File: config.mk
export PLATFORM = sky130hd
export DESIGN_NAME = sto_read_sequencer
export DESIGN_NICKNAME = d
export VERILOG_FILES = /design/src/rtl/sto_read_sequencer.sv
export SDC_FILE = /design/constraint.sdc
export NUM_CORES = 1
export LEC_CHECK = 0
export BUFFER_PORTS_ARGS = -buffer_cell sky130_fd_sc_hd__buf_4
export CORE_MARGIN = 3
export CORE_UTILIZATION = 62
export DETAILED_ROUTE_END_ITERATION = 6
export PLACE_DENSITY = 0.9
export SLEW_MARGIN = 20
export SYNTH_ARGS = -nofsm -noshare
export SYNTH_HDL_FRONTEND = slang
export SYNTH_SLANG_ARGS = --single-unit
File: constraint.sdc
create_clock -name clk -period 9.4 [get_ports clk]
set_input_delay 0.47 -clock clk [delete_from_list [all_inputs] [get_ports clk]]
set_output_delay 0.47 -clock clk [all_outputs]
set_load 0.005 [all_outputs]
File: src/rtl/sto_read_sequencer.sv
`default_nettype none
// ============================================================================
// Module   : sto_read_sequencer
// Purpose  : Drives the real/imag sample memories with paired-lag reads for
//            timing-offset estimation. Optional macro: STO_SEQ_BACKPRESSURE_EN
// Revision : 1.0
// ============================================================================
module sto_read_sequencer #(
   parameter int ADDR_W    = 12,
   parameter int MEM_DEPTH = 5120
) (
   input  logic              clk,
   input  logic              rst_n,
   input  logic              start,
   input  logic [ADDR_W-1:0] base_addr,
   input  logic [ADDR_W-1:0] win_len,
   input  logic [ADDR_W-1:0] fft_len,
   input  logic [ADDR_W-1:0] num_cand,
`ifdef STO_SEQ_BACKPRESSURE_EN
   input  logic              smp_ready,
`endif
   output logic              mem_mode,
   output logic [ADDR_W-1:0] mem_addr,
   output logic [ADDR_W-1:0] mem_offset,
   output logic              smp_valid,
   output logic              win_first,
   output logic              win_last,
   output logic [ADDR_W-1:0] cand_idx,
   output logic              busy,
   output logic              done,
   output logic              cfg_err
);

   typedef enum logic [1:0] {
      ST_IDLE  = 2'd0,
      ST_RUN   = 2'd1,
      ST_DRAIN = 2'd2
   } state_t;

   localparam logic [ADDR_W-1:0] c_one = ADDR_W'(1);
   // Highest address touched is base+num_cand+win_len+fft_len-2; compare sum
   // against MEM_DEPTH+1 so the subtraction can never underflow.
   localparam logic [ADDR_W+1:0] c_lim = (ADDR_W+2)'(MEM_DEPTH + 1);

   state_t            r_state, w_state_n;
   logic [ADDR_W-1:0] r_len, w_len_n;
   logic [ADDR_W-1:0] r_ncand, w_ncand_n;
   logic [ADDR_W-1:0] r_fft, w_fft_n;
   logic [ADDR_W-1:0] r_addr, w_addr_n;
   logic [ADDR_W-1:0] r_cstart, w_cstart_n;
   logic [ADDR_W-1:0] r_k, w_k_n;
   logic [ADDR_W-1:0] r_d, w_d_n;
   logic              r_valid, w_valid_n;
   logic              r_first, w_first_n;
   logic              r_last, w_last_n;
   logic [ADDR_W-1:0] r_cidx, w_cidx_n;
   logic              r_done, w_done_n;
   logic              r_err, w_err_n;

   logic [ADDR_W+1:0] w_sum;
   logic              w_bad;
   logic              w_k_last;
   logic              w_d_last;
   logic              w_stall;

`ifdef STO_SEQ_BACKPRESSURE_EN
   logic [ADDR_W-1:0] r_pres, w_pres_n;
   assign w_stall  = r_valid & ~smp_ready;
   // While stalled, re-read the presented pair so memory outputs stay put.
   assign mem_addr = w_stall ? r_pres : r_addr;
`else
   assign w_stall  = 1'b0;
   assign mem_addr = r_addr;
`endif

   assign w_sum = {2'b00, base_addr} + {2'b00, num_cand}
                + {2'b00, win_len}   + {2'b00, fft_len};
   assign w_bad = (win_len == '0) | (num_cand == '0) | (w_sum > c_lim);

   assign w_k_last = (r_k == r_len - c_one);
   assign w_d_last = (r_d == r_ncand - c_one);

   always_comb begin
      w_state_n  = r_state;
      w_len_n    = r_len;
      w_ncand_n  = r_ncand;
      w_fft_n    = r_fft;
      w_addr_n   = r_addr;
      w_cstart_n = r_cstart;
      w_k_n      = r_k;
      w_d_n      = r_d;
      w_valid_n  = 1'b0;
      w_first_n  = r_first;
      w_last_n   = r_last;
      w_cidx_n   = r_cidx;
      w_done_n   = 1'b0;
      w_err_n    = 1'b0;
`ifdef STO_SEQ_BACKPRESSURE_EN
      w_pres_n   = r_pres;
`endif
      case (r_state)
         ST_IDLE: begin
            if (start) begin
               if (w_bad) begin
                  w_err_n = 1'b1;
               end else begin
                  w_len_n    = win_len;
                  w_ncand_n  = num_cand;
                  w_fft_n    = fft_len;
                  w_addr_n   = base_addr;
                  w_cstart_n = base_addr;
                  w_k_n      = '0;
                  w_d_n      = '0;
                  w_state_n  = ST_RUN;
               end
            end
         end
         ST_RUN: begin
            w_valid_n = 1'b1;
            if (!w_stall) begin
               w_first_n = (r_k == '0);
               w_last_n  = w_k_last;
               w_cidx_n  = r_d;
`ifdef STO_SEQ_BACKPRESSURE_EN
               w_pres_n  = r_addr;
`endif
               // k runs fastest; each new candidate restarts one past the last one's base.
               if (w_k_last) begin
                  if (w_d_last) begin
                     w_state_n = ST_DRAIN;
                  end else begin
                     w_k_n      = '0;
                     w_d_n      = r_d + c_one;
                     w_cstart_n = r_cstart + c_one;
                     w_addr_n   = r_cstart + c_one;
                  end
               end else begin
                  w_k_n    = r_k + c_one;
                  w_addr_n = r_addr + c_one;
               end
            end
         end
         ST_DRAIN: begin
            if (w_stall) begin
               w_valid_n = 1'b1;
            end else begin
               w_done_n  = 1'b1;
               w_state_n = ST_IDLE;
            end
         end
         default: w_state_n = ST_IDLE;
      endcase
   end

   always_ff @(posedge clk) begin
      if (!rst_n) begin
         r_state  <= ST_IDLE;
         r_len    <= '0;
         r_ncand  <= '0;
         r_fft    <= '0;
         r_addr   <= '0;
         r_cstart <= '0;
         r_k      <= '0;
         r_d      <= '0;
         r_valid  <= 1'b0;
         r_first  <= 1'b0;
         r_last   <= 1'b0;
         r_cidx   <= '0;
         r_done   <= 1'b0;
         r_err    <= 1'b0;
`ifdef STO_SEQ_BACKPRESSURE_EN
         r_pres   <= '0;
`endif
      end else begin
         r_state  <= w_state_n;
         r_len    <= w_len_n;
         r_ncand  <= w_ncand_n;
         r_fft    <= w_fft_n;
         r_addr   <= w_addr_n;
         r_cstart <= w_cstart_n;
         r_k      <= w_k_n;
         r_d      <= w_d_n;
         r_valid  <= w_valid_n;
         r_first  <= w_first_n;
         r_last   <= w_last_n;
         r_cidx   <= w_cidx_n;
         r_done   <= w_done_n;
         r_err    <= w_err_n;
`ifdef STO_SEQ_BACKPRESSURE_EN
         r_pres   <= w_pres_n;
`endif
      end
   end

   assign busy       = (r_state != ST_IDLE);
   assign mem_mode   = busy;
   assign mem_offset = r_fft;
   assign smp_valid  = r_valid;
   assign win_first  = r_first;
   assign win_last   = r_last;
   assign cand_idx   = r_cidx;
   assign done       = r_done;
   assign cfg_err    = r_err;

endmodule
`default_nettype wire

==> results of run 1 <==
per-layer routing:
layer / wire, microns / vias up / GRT usage (%)
met3: 1990 / 77 / 6.68
li1: - / 3424 / -
met1: 8230 / 3426 / 41.7
met2: 9740 / 440 / 52.6
met5: 0 / - / 0
met4: 892 / 0 / 16.3
tightest hold or removal path: stages:
cell and delay [ns]:
buf_4 0.11, nand2_1 0.05, a21oi_1 0.05
cells in the mapped netlist, drive strengths merged (4+ instances only):
cell type | instances | area (sq um)
nand2 | 168 | 631
a21oi | 106 | 531
dfxtp | 103 | 2060
inv | 85 | 319
clkbuf | 46 | 174
nand3 | 38 | 190
nor2 | 32 | 123
nor3 | 30 | 160
xnor2 | 30 | 263
o21ai | 27 | 135
fa | 24 | 480
nor4 | 21 | 168
ha | 20 | 250
buf | 15 | 88.8
and3 | 14 | 87.6
a31oi | 13 | 81.3
xor2 | 13 | 114
o211ai | 12 | 90.1
o31ai | 11 | 82.6
nand4 | 10 | 62.6
or3 | 8 | 55.1
a311oi | 7 | 61.3
nand2b | 7 | 43.8
a211oi | 6 | 45.0
a21o | 6 | 45.0
a22oi | 6 | 45.0
nor2b | 6 | 37.5
o211a | 5 | 50.1
o21a | 5 | 37.5
or2 | 5 | 31.3
or4 | 5 | 41.3
a41oi | 4 | 35.0
mux2i | 4 | 40.0
nor3b | 4 | 41.3
o22ai | 4 | 25.0
worst min-delay path by stage:
stage | endpoint | slack [ns] | cells past startpoint
final | mem_offset[4]$_SDFFE_PN0P_ | 0.37 | 3
after global placement | win_first$_SDFFE_PN0P_ | 0.44 | 2
after detailed placement | win_first$_SDFFE_PN0P_ | 0.45 | 2
after global routing | r_ncand[4]$_SDFFE_PN0P_ | 0.37 | 3
after floorplan | r_ncand[11]$_SDFFE_PN0P_ | 0.45 | 2
after CTS | mem_offset[4]$_SDFFE_PN0P_ | 0.36 | 3
metrics by stage:
stage | instances | setup slack, ns | power, W | hold slack [ns]
finish | 1143 | 4.01 | 0.00205 | 0.372
global route | 1143 | 3.63 | 0.00218 | 0.370
CTS | 1143 | 4.11 | 0.00203 | 0.362
detailed placement | 1127 | 3.76 | 0.00165 | 0.447
global placement | 1127 | 3.93 | 0.00162 | 0.441
floorplan | 949 | 5.03 | 0.00136 | 0.448
cells by family (layout without fill, tap and decap cells):
kind of cell / count (synthesis) / in the layout / synth area share, %
compound gates: 244 / 244 / 22.0
xor+xnor: 43 / 43 / 5.23
fa+ha+maj: 44 / 44 / 10.2
buf+inv: 146 / 200 / 8.08
flops: 103 / 103 / 28.7
mux: 5 / 5 / 0.713
simple gates: 364 / 364 / 25.1
power groups by stage:
| stage | Clock, W | Combinational, W | Sequential (W) |
|---|---|---|---|
| finish | 0.000383 | 0.00103 | 0.000633 |
| global route | 0.000399 | 0.00114 | 0.000645 |
| CTS | 0.000386 | 0.00102 | 0.000627 |
| detailed placement | 0 | 0.00101 | 0.000636 |
| global placement | 0 | 0.000984 | 0.000632 |
| floorplan | 0 | 0.000763 | 0.000601 |
sequential cells by signal (all words and copies together) (netlist names):
name and count:
r_k 12, mem_offset 12, win_first 1, r_ncand 12, cfg_err 1, win_last 1
mem_addr 12, cand_idx 12, smp_valid 1, r_len 12, r_state 2, done 1
r_d 12, r_cstart 12
area by class of cell:
type	instances	share of cell area (%)
multi-input cells	700	56.0
clock buffers	12	3.02
well taps	140	2.15
inverters	85	3.91
flip-flops and latches	103	25.3
clock inverters	4	0.552
repair buffers	99	9.10
==> metrics, run 1 <==
reg2reg end=mem_addr[3]$_SDFFE_PN0P_; Sequential Power Share=30.9%; fin. max-slew vios=0; final instance area=8160 sq um; combinational group share of total power=50.4%; most frequent cells in the layout=nand2_1, a21oi_1, dfxtp_1; synthesized area per cell=7.58 sq um; Worst path depth=16; CTS tree=built; Routed Antenna Nets=0; Reg2Reg Setup Slack=5.52 ns; clock root buffer=clkbuf_16; Min-Delay Startpoint=fft_len[4]; CP Launch Point=base_addr[1]; ANT cells=0; Die Width=114 microns; Arrival @ worst endpoint=5.66 ns; register area=2060 sq um; Crit-path slowest cell=o31a_2; ratio of cells with drive above 1 in the final layout=14.1%; CTS resizes=0; CP Capture Type=flop; Setup Skew=0.0111 ns; Clock Power Share=18.7%; FILL cells=903; Hold Vio Cnt, Final=0; largest stage delay on the critical path=0.74 ns; reg2reg start=r_ncand[0]$_SDFFE_PN0P_; critical-path maximum fanout=42; unrepaired setup endpoints after global routing=no; total congestion overflow=0; die height=114 microns; clk_lat worst skew=0.36 ns; Synth Register Bits=103; Final GP Congestion=0.989; failing checks=DRC; num ports=94; setup_tns=0 ns; CP cell instances=buf_4 > inv_1 > fa_1 > inv_1 > fa_1 > ha_1 > fa_1 > nand3_1 > a21oi_1 > o21ai_0 > a211oi_1 > a211oi_1 > o31a_2 > buf_4 > nand2_1 > a311oi_1; crit path capture=mem_addr[3]$_SDFFE_PN0P_; P&R area growth vs syn=13.4%; WP buf/inv=4; Cell Area, Synth=7200 sq um; final wirelength=20900 microns; Initial DRC Count=786; H-tree levels=3; Core Area=11100 sq um; post-layout util=73.7%; Crit path top cell by count=fa_1; drt drc=1; Worst-path clk slew=0.07 ns; commonest non-fill, non-tap cell in the layout=nand2_1; Setup Viol. Count Final=0; fin crit period=5.39 ns; Slew HR=31.0%; Max Clock Freq=185 MHz; Total Nets Final=1093; min-delay worst type=in2reg; Rows=38; EDFF count, synth=0; Worst-Margin Slew=1.03 ns; Starting Density=65.0%; Num Clock Sinks=103; CTS Buf Count=9; post-synthesis async set-or-reset flop share=0%; TritonRoute pass-1 iters=7; Switching Fraction=44.2%; Vias per Instance=6.45; r2r worst-path depth=10; Leak=3.43 nW; NetSw=0.000904 W; Worst Setup Start Kind=primary input; hpwl dp=15100 microns; area occupied by multi-input gates=4570 sq um; Hold-fix buffers, CTS=0; area of the die=12900 sq um; final period utilization=57.4%; initial antenna violation count=0; WP data required=9.67 ns; top_reg_cell synth=dfxtp_1; Placed Instance Area=7870 sq um; sequential element share of the synthesized area=28.7%; Port Buffers=93; Total GRT Usage=32.6%; vias in the first global route=6890; largest net degree at the start of global routing=69; first-pass GRT wire length=33900 microns; Synth Instances=949; Post-CTS Setup Bufs=0; yosys synthesis warning count=0; status=finished with violations; routed vias=7367; kind of critical path=in2reg; Int Pwr=0.00114 W; Top delay family on crit path=compound AO/OA/AOI/OAI gates; Max-Cap Viols=0; Max Root-Sink Buffers=2; wire length per cell=18.2 microns; Yosys cell types=76; PwrDens=251 nW/um^2; VDD IR-drop max=204 uV; Mapped Nets=1044
Power figures use the tool's default switching activity.
==> run 2, diff against run 1 <==
ABC_AREA = 1   (was not set)
CORE_UTILIZATION = 59   (was 62)
PLACE_DENSITY = 0.86   (was 0.9)
clock period = 5.01 ns   (was 9.4 ns; I/O delays follow)
==> metrics, run 2 <==
status=complete, no violations (was finished with violations); fin crit period=3.69 ns; Setup Skew=0.0121 ns (was 0.0111 ns); largest net degree at the start of global routing=82 (was 69); Switching Fraction=47.1% (was 44.2%); Sequential Power Share=27.9% (was 30.9%); Post-CTS Setup Bufs=0 (unchanged); Routed Antenna Nets=0 (unchanged); Max-Cap Viols=0 (unchanged); post-synthesis async set-or-reset flop share=0% (unchanged); crit path capture=r_d[2]$_SDFFE_PN0P_ (was mem_addr[3]$_SDFFE_PN0P_); Core Area=12100 sq um (was 11100 sq um); initial antenna violation count=0 (unchanged); final worst setup slack=1.32 ns (was 4.01 ns); Max Root-Sink Buffers=2 (unchanged); synth top area cells=dfxtp_1, nand2_1, inv_1 (was dfxtp_1, nand2_1, a21oi_1); Starting Density=61.0% (was 65.0%); most frequent cells in the layout=nand2_1, inv_1, a21oi_1 (was nand2_1, a21oi_1, dfxtp_1); kind of critical path=in2reg (unchanged); Synth Instances=1105 (was 949); Die Width=118 microns (was 114 microns); Port Buffers=93 (unchanged); NetSw=0.00227 W (was 0.000904 W); yosys synthesis warning count=0 (unchanged); routed vias=7319 (was 7367); clk_lat worst skew=0.36 ns (about the same); vias in the first global route=7115 (was 6890); CP cell instances=buf_4 > inv_1 > fa_1 > inv_1 > fa_1 > ha_1 > fa_1 > nand2_1 > nand2_1 > nand3_1 > nand2_1 > nand2_1 > nand2_1 > nor2_1 > nand3_1 > nand2_1 > nand2_1 > nand2_1 > nand3_2 > nand2_2 > buf_4 > nand3_1 > nand2_1 > nor2_1 (was buf_4 > inv_1 > fa_1 > inv_1 > fa_1 > ha_1 > fa_1 > nand3_1 > a21oi_1 > o21ai_0 > a211oi_1 > a211oi_1 > o31a_2 > buf_4 > nand2_1 > a311oi_1); synthesized area per cell=6.68 sq um (was 7.58 sq um); Synth top area share=27.9% (was 28.7%); top_reg_cell synth=dfxtp_1 (unchanged); VDD IR-drop max=280 uV (was 204 uV); wire length per cell=14.7 microns (was 18.2 microns); combinational group share of total power=56.4% (was 50.4%); drt drc=0 (was 1); reg2reg end=mem_addr[8]$_SDFFE_PN0P_ (was mem_addr[3]$_SDFFE_PN0P_); unrepaired setup endpoints after global routing=no (unchanged); Leak=4.01 nW (was 3.43 nW); total congestion overflow=0 (unchanged); most common cell in the netlist=nand2_1 (unchanged); commonest non-fill, non-tap cell in the layout=nand2_1 (unchanged); TritonRoute pass-1 iters=5 (was 7); die height=118 microns (was 114 microns); CP Launch Point=base_addr[1] (unchanged); Total GRT Usage=28.8% (was 32.6%); Synth Register Bits=103 (unchanged); Int Pwr=0.00255 W (was 0.00114 W); clock root buffer=clkbuf_16 (unchanged); sequential element share of the synthesized area=27.9% (was 28.7%); CTS Buf Count=9 (unchanged); EDFF count, synth=0 (unchanged); Vias per Instance=5.45 (was 6.45); Hold Vio Cnt, Final=0 (unchanged); Final GP Congestion=0.918 (was 0.989); Rows=40 (was 38); H-tree levels=3 (unchanged); Yosys cell types=42 (was 76); Cell Area, Synth=7380 sq um (was 7200 sq um); first-pass GRT wire length=33000 microns (was 33900 microns); Worst-path clk slew=0.08 ns (was 0.07 ns); DP Worst Slack=0.996 ns (was 3.76 ns); CP Capture Type=flop (unchanged); Setup Viol. Count Final=0 (unchanged); Reg2Reg Setup Slack=1.98 ns (was 5.52 ns); Mapped Nets=1200 (was 1044); Crit path top cell by count=nand2_1 (was fa_1); leading area contributor after synthesis=dfxtp_1 (unchanged); Arrival @ worst endpoint=3.95 ns (was 5.66 ns); area of the die=13900 sq um (was 12900 sq um); hpwl dp=14600 microns (was 15100 microns); CTS resizes=0 (unchanged); final wirelength=19700 microns (was 20900 microns); Crit-path slowest cell=fa_1 (was o31a_2); fin. max-slew vios=0 (unchanged); largest stage delay on the critical path=0.53 ns (was 0.74 ns); FILL cells=1040 (was 903); Commonest cells post-synth=nand2_1, inv_1, a21oi_1 (was nand2_1, a21oi_1, dfxtp_1); PwrDens=571 nW/um^2 (was 251 nW/um^2); Hold-fix buffers, CTS=0 (unchanged); ratio of cells with drive above 1 in the final layout=13.2% (was 14.1%); Total Nets Final=1264 (was 1093); Worst Setup Start Kind=primary input (unchanged); Slew HR=39.5% (was 31.0%); setup_tns=0 ns (unchanged); Worst-Margin Slew=0.906 ns (was 1.03 ns); r2r worst-path depth=12 (was 10); final period utilization=73.6%; num ports=94 (unchanged); final instance area=8430 sq um (was 8160 sq um); P&R area growth vs syn=14.2% (was 13.4%); ANT cells=0 (unchanged); CTS tree=built (unchanged); critical-path maximum fanout=22 (was 42); reg2reg start=r_len[0]$_SDFFE_PN0P_ (was r_ncand[0]$_SDFFE_PN0P_); Num Clock Sinks=103 (unchanged); min-delay worst type=in2reg (unchanged); Max Clock Freq=271 MHz; Placed Instance Area=8110 sq um (was 7870 sq um); WP data required=5.27 ns (was 9.67 ns); Clock Power Share=15.7% (was 18.7%); Initial DRC Count=803 (was 786)
run 2: final cells by class:
cell class	count	area (sq um)	share of cell area [%]
clock buffers	10	239	2.84
clock inverters	6	73.8	0.876
well taps	168	210	2.49
flip-flops and latches	103	2060	24.5
inverters	181	679	8.06
repair buffers	99	743	8.82
multi-input cells	775	4420	52.4
run 2: cells by family (layout without fill, tap and decap cells):
kind of cell	after synthesis	count (layout)	share of synthesized area [%]
compound gates	200	200	14.4
fa+ha+maj	44	44	9.90
xor+xnor	48	48	5.90
flops	103	103	27.9
buf+inv	227	296	12.2
simple gates	483	483	29.7
run 2: worst min path at each step:
stage	from	end	slack, ns	cells past startpoint
2_1_floorplan	r_len[11]$_SDFFE_PN0P_	r_len[11]$_SDFFE_PN0P_	0.44	2
3_3_place_gp	mem_offset[5]$_SDFFE_PN0P_	mem_offset[5]$_SDFFE_PN0P_	0.43	2
3_5_place_dp	mem_offset[11]$_SDFFE_PN0P_	mem_offset[11]$_SDFFE_PN0P_	0.44	2
4_1_cts	fft_len[4]	mem_offset[4]$_SDFFE_PN0P_	0.18	3
5_1_grt	win_len[11]	r_len[11]$_SDFFE_PN0P_	0.20	3
6_report	fft_len[4]	mem_offset[4]$_SDFFE_PN0P_	0.18	3
run 2: power groups by stage:
stage	clock network (W)	registers (W)	logic, W
final	0.000758	0.00134	0.00271
after global routing	0.000791	0.00138	0.00309
after CTS	0.000762	0.00134	0.00269
after detailed placement	0	0.00135	0.00266
after global placement	0	0.00134	0.00260
after floorplan	0	0.00129	0.00207
run 2: metrics by stage:
step | utilization [%] | power, W | std cells | hold WS (ns)
after global placement | 67.0 | 0.00395 | 1326 | 0.434
after detailed placement | 67.0 | 0.00401 | 1326 | 0.440
after CTS | 69.6 | 0.00479 | 1342 | 0.175
after floorplan | - | 0.00336 | 1105 | 0.435
after global routing | 69.6 | 0.00526 | 1342 | 0.203
final | 69.6 | 0.00481 | 1342 | 0.184
run 2: worst max-delay path, delay by kind of cell:
kind / cells / cell delay [ns]
buffers and inverters: 4 / 0.50
adders and majority gates: 4 / 1.63
and+or+nand+nor: 16 / 1.55
run 2: routing by layer:
| layer | track usage [%] | routed length [microns] |
|---|---|---|
| met1 | 36.5 | 8470 |
| met2 | 47.6 | 9180 |
| met3 | 6.82 | 1430 |
| met4 | 11.1 | 641 |
| met5 | 0 | 0 |
